`config.mk`:
```
export PLATFORM = sky130hd
export DESIGN_NAME = perceptron_train_ctrl
export DESIGN_NICKNAME = d
export VERILOG_FILES = /design/src/rtl/perceptron_train_ctrl.sv
export SDC_FILE = /design/constraint.sdc
export NUM_CORES = 1
export LEC_CHECK = 0
export ABC_AREA = 1
export BUFFER_PORTS_ARGS = -buffer_cell sky130_fd_sc_hd__buf_2
export CORE_MARGIN = 2
export CORE_UTILIZATION = 65
export CTS_CLUSTER_DIAMETER = 50
export DETAILED_ROUTE_END_ITERATION = 7
export PLACE_DENSITY_LB_ADDON = 0.12
export SLEW_MARGIN = 20
export SYNTH_ARGS = -nofsm -noshare
export SYNTH_HDL_FRONTEND = slang
export SYNTH_SLANG_ARGS = --single-unit
```
`constraint.sdc`:
```
create_clock -name clk -period 14.5 [get_ports clk]
set_clock_uncertainty 0.1 [all_clocks]
set_input_delay 1.45 -clock clk [delete_from_list [all_inputs] [get_ports clk]]
set_output_delay 1.45 -clock clk [all_outputs]
set_load 0.02 [all_outputs]
```
`src/rtl/perceptron_train_ctrl.sv`:
```
// Perceptron training controller: holds a small sample store and runs the
// perceptron learning rule over it, epoch by epoch, until convergence or the epoch limit.
module perceptron_train_ctrl #(
  parameter int N_SAMPLES  = 3,
  parameter int DIM        = 2,
  parameter int MAX_EPOCHS = 15
) (
  input  logic        clk,
  input  logic        rst_n,
  input  logic        wr_en,
  input  logic [3:0]  wr_addr,
  input  logic [8:0]  wr_data,
  input  logic [15:0] w_init,
  input  logic        start,
  output logic        busy,
  output logic        done,
  output logic        converged,
  output logic [3:0]  epoch,
  output logic [15:0] w_out,
  output logic        act_out
);

  localparam logic [2:0] S_IDLE      = 3'd0;
  localparam logic [2:0] S_MAC       = 3'd1;
  localparam logic [2:0] S_ACT       = 3'd2;
  localparam logic [2:0] S_UPD       = 3'd3;
  localparam logic [2:0] S_EPOCH_END = 3'd4;
  localparam logic [2:0] S_DONE      = 3'd5;

  localparam logic [3:0] ADDR_LAST = 4'(N_SAMPLES - 1);
  localparam logic [3:0] EPOCH_LIM = 4'(MAX_EPOCHS);
  localparam logic       D_LAST    = 1'(DIM - 1);

  logic [2:0]         state;
  logic [8:0]         samp_mem [16];
  logic signed [7:0]  w0, w1;
  logic signed [15:0] acc;
  logic [3:0]         err_cnt;
  logic [3:0]         idx;
  logic               d_sel;
  logic signed [1:0]  delta;

  logic [8:0]         cur;
  logic [3:0]         cur_x0, cur_x1, x_sel;
  logic               cur_y;
  logic signed [7:0]  w_sel;
  logic signed [12:0] prod;
  logic signed [15:0] acc_next;
  logic               act;
  logic signed [1:0]  delta_next;

  // Adds delta*x to a weight and clamps to the signed 8-bit range.
  function automatic logic [7:0] sat_step(input logic signed [7:0] w,
                                          input logic [3:0] x,
                                          input logic signed [1:0] dl);
    logic signed [9:0] xs;
    logic signed [9:0] s;
    logic [7:0]        r;
    xs = $signed({6'd0, x});
    s  = $signed({{2{w[7]}}, w});
    if (dl == 2'sb01)
      s = s + xs;
    else if (dl == 2'sb11)
      s = s - xs;
    if (s > 10'sd127)
      r = 8'h7F;
    else if (s < -10'sd128)
      r = 8'h80;
    else
      r = s[7:0];
    return r;
  endfunction

  assign cur        = samp_mem[idx];
  assign cur_x0     = cur[3:0];
  assign cur_x1     = cur[7:4];
  assign cur_y      = cur[8];
  assign x_sel      = d_sel ? cur_x1 : cur_x0;
  assign w_sel      = d_sel ? w1 : w0;
  assign prod       = $signed({1'b0, x_sel}) * w_sel;
  assign acc_next   = acc + $signed({{3{prod[12]}}, prod});
  assign act        = (acc > 16'sd0);
  assign delta_next = $signed({1'b0, cur_y}) - $signed({1'b0, act});

  assign busy  = (state != S_IDLE);
  assign done  = (state == S_DONE);
  assign w_out = {w1, w0};

  // The store only accepts writes while idle so a run always sees stable samples.
  always_ff @(posedge clk or negedge rst_n) begin
    if (!rst_n) begin
      for (int i = 0; i < 16; i++)
        samp_mem[i] <= '0;
    end else if (state == S_IDLE && wr_en && wr_addr <= ADDR_LAST) begin
      samp_mem[wr_addr] <= wr_data;
    end
  end

  always_ff @(posedge clk or negedge rst_n) begin
    if (!rst_n) begin
      state     <= S_IDLE;
      w0        <= '0;
      w1        <= '0;
      acc       <= '0;
      err_cnt   <= '0;
      idx       <= '0;
      d_sel     <= 1'b0;
      delta     <= '0;
      epoch     <= '0;
      converged <= 1'b0;
      act_out   <= 1'b0;
    end else begin
      case (state)
        S_IDLE: begin
          if (start) begin
            w0        <= w_init[7:0];
            w1        <= w_init[15:8];
            idx       <= '0;
            err_cnt   <= '0;
            epoch     <= '0;
            converged <= 1'b0;
            acc       <= '0;
            d_sel     <= 1'b0;
            state     <= S_MAC;
          end
        end
        S_MAC: begin
          acc <= acc_next;
          if (d_sel == D_LAST) begin
            d_sel <= 1'b0;
            state <= S_ACT;
          end else begin
            d_sel <= d_sel + 1'b1;
          end
        end
        S_ACT: begin
          act_out <= act;
          delta   <= delta_next;
          state   <= S_UPD;
        end
        S_UPD: begin
          w0 <= sat_step(w0, cur_x0, delta);
          w1 <= sat_step(w1, cur_x1, delta);
          if (delta != 2'sd0 && err_cnt != 4'hF)
            err_cnt <= err_cnt + 4'd1;
          if (idx == ADDR_LAST) begin
            state <= S_EPOCH_END;
          end else begin
            idx   <= idx + 4'd1;
            acc   <= '0;
            d_sel <= 1'b0;
            state <= S_MAC;
          end
        end
        // An error-free epoch ends the run; otherwise retry until the limit.
        S_EPOCH_END: begin
          epoch <= epoch + 4'd1;
          if (err_cnt == 4'd0) begin
            converged <= 1'b1;
            state     <= S_DONE;
          end else if (epoch + 4'd1 == EPOCH_LIM) begin
            converged <= 1'b0;
            state     <= S_DONE;
          end else begin
            err_cnt <= '0;
            idx     <= '0;
            acc     <= '0;
            d_sel   <= 1'b0;
            state   <= S_MAC;
          end
        end
        S_DONE: begin
          state <= S_IDLE;
        end
        default: begin
          state <= S_IDLE;
        end
      endcase
    end
  end

endmodule

```
==> out/results.txt <==
die width: 136.8 um
CP Depth: 25
ANT cells: 0
Fmax: 0.1536 GHz
detailed router's first-iteration violation count: 616
Initial Utilization: 0.6628
mux share of post-synthesis cell area: 0.001746
final hold violation count: 0
period utilization: 0.4490
clk sink count: 196
RSZ-0062 raised after global routing: false
Worst Hold Margin: 0.2724 ns
Max-Cap Viols: 0
crit path launch type: flip-flop
Crit path arrival time: 6.79 ns
clock-pin slew of the registers on the worst-case setup and hold paths: 0.07 ns
Flop pwr share: 0.524
number of global-route vias before repair: 8244
Max stage delay on crit path: 0.94 ns
Slew HR: 0.3823
Yosys reg bits: 196
Setup Viol. Count Final: 0
Internal: 798.5 uW
largest net degree at the start of global routing: 129
mean area per synthesized cell: 8.266 um^2
Routed wire per std cell: 15.80 um
dominant synthesized flop cell: dfrtp_1
top fanout value on the critical path: 76
switching share of power: 0.2474
CP top delay family: adder cells
Area Growth Syn to Fin: 4.289%
initial antenna violation count: 0
status: finished, final reports clean
Synth area leader: dfrtp_1
total gr overflow: 0
Worst path slowest cell: clkinv_2
DRC: 0
xor and xnor area share after synthesis: 0.01222
# rows: 48
Initial DRT Pass Iterations: 5
hold depth: 0
IO Pins: 57
Mapped Nets: 1515
Pleak: 0.006204 uW
Die Y: 136.8 um
Comb pwr share: 0.041
PwrDens: 88.74 nW/um^2
input/output buffers: 56
die area: 18720 um^2
Root Driver: clkbuf_16
share of cells above drive strength 1: 0.1097
Synth Instances: 1387
post-CTS setup buffers: 0
clk_lat worst skew: 0.44 ns
most used cell, CP: nand2_1
CP Buf/Inv Count: 5
H-tree Lvls: 4
Synth Warn #: 0
Switching Power: 262.5 uW
Post-synth top cells: nand2_1, dfrtp_1, nor2_1, inv_1, clkbuf_1
hpwl dp: 16910 um
Finished Core Util: 0.6913
post-CTS sizing: 0
global-route wire length before repair: 40640 um
post-synthesis compound-gate area fraction: 0.1290
area of the core: 17300 um^2
total number of vias: 8520
Unique masters post-synth: 53
Slew Limit Fails: 0
cts bufs inserted: 17
adder-cell share of the synthesized area: 0.1286
nets: 1438
CTS Buffer Depth: 2
vias per cell: 5.507
setup TNS: 0 ns
worst r2r path cells: 25
CP required: 14.78 ns
post-layout minimum cycle time: 6.510 ns
asr flop ratio synth: 1.000
Post-CTS Hold Buffers: 0
Worst setup EP type: flip-flop
CTS tree: yes
routability cong.: 0.9268
Clock power frac: 0.435
Post-Syn Area: 11460 um^2
top post-synthesis cells by area: dfrtp_1, nand2_1, fa_1, ha_1, nor2_1
most common cell in the netlist: nand2_1
Tightest Hold Check Type: flip-flop to flip-flop
number of synthesized flops with an enable pin: 0
main combinational cell family by area after synthesis: simple AND/OR/NAND/NOR gates
Detailed Route WL: 24440 um
Slew @ Worst Pin: 0.9255 ns
Seq/Total Area, Yosys: 0.4278
critical path class: flip-flop to flip-flop
final antenna-violating net count: 0
GRT Overall Usage: 0.2786
Yosys top cell area share: 0.4278
Simple-Gate Fraction of Synth Area: 0.1877
worst-case vdd ir drop: 0.00007927 V
[path summary, 6_finish.rpt]
path	startpoint	to	slack, ns
min reg2reg	samp_mem[9]	samp_mem[9]	0.27
max in group asynchronous	rst_n	idx[0]	12.33
min in group asynchronous	rst_n	w0[5]	0.79
max reg2reg	idx[0]	acc[15]	7.99
max	idx[0]	acc[15]	7.99
min	samp_mem[9]	samp_mem[9]	0.27
[cells by family (layout without fill, tap and decap cells)]
family,after synthesis,in the layout
multiplexers,2,2
XOR/XNOR,16,16
adder cells (fa/ha/maj),95,95
flip-flops,196,196
AND/OR/NAND/NOR,512,512
buffers and inverters,314,249
AO/OA/AOI/OAI,252,252
[layout make-up]
type / count / area (um^2)
sequential: 196 / 4906
inverter: 158 / 594.3
tap: 225 / 281.5
multi-input combinational: 877 / 5265
clock inverter: 11 / 113.9
fill: 1370 / 5340
clock buffer: 20 / 456.7
timing repair buffer: 60 / 339.1
[registers in the layout (all words and copies together), names as in the netlist]
| register | count |
|---|---|
| delta | 2 |
| epoch | 4 |
| state | 3 |
| acc | 16 |
| converged | 1 |
| err_cnt | 4 |
| act_out | 1 |
| d_sel | 1 |
| w1 | 8 |
| w0 | 8 |
| idx | 4 |
| samp_mem | 144 |
[power groups by stage]
| stage | clock, uW | combinational, uW | sequential (uW) |
|---|---|---|---|
| detailed placement | 0 | 43.2 | 567 |
| global placement | 0 | 42.2 | 567 |
| global route | 490 | 50.4 | 556 |
| finish | 462 | 43.6 | 556 |
| CTS | 465 | 43.4 | 556 |
| floorplan | 0 | 18.3 | 568 |
[layer usage]
metal / up-vias / wire length, um / track usage
met5: - / 0 / 0
li1: 4202 / - / -
met2: 211 / 11510 / 0.4514
met3: 29 / 1171 / 0.04852
met1: 4078 / 11340 / 0.3908
met4: 0 / 409 / 0.07847
[metrics by stage]
stage          cells  worst slack, ns  cell area, um^2  power (uW)
2_1_floorplan   1387            9.722            11460       586.2
3_3_place_gp    1515            8.317            11360       608.9
3_5_place_dp    1515            8.098            11360       610.0
4_1_cts         1546            8.104            11930        1065
5_1_grt         1547            7.456            11960        1097
6_report        1547            7.990            11960        1061
[cells in the final DEF, fill, tap and decap left out, drive strengths merged, types with 7 or more instances in the layout]
cell type / n
dfrtp: 196
fa: 38
o22ai: 25
o21ai: 155
ha: 57
xor2: 12
o211ai: 17
nor3: 12
a21oi: 30
nand2: 253
nand3: 50
o221ai: 7
buf: 59
clkbuf: 21
inv: 159
nor2: 175
clkinv: 8
Note: power is estimated with default switching activity, not from simulation.
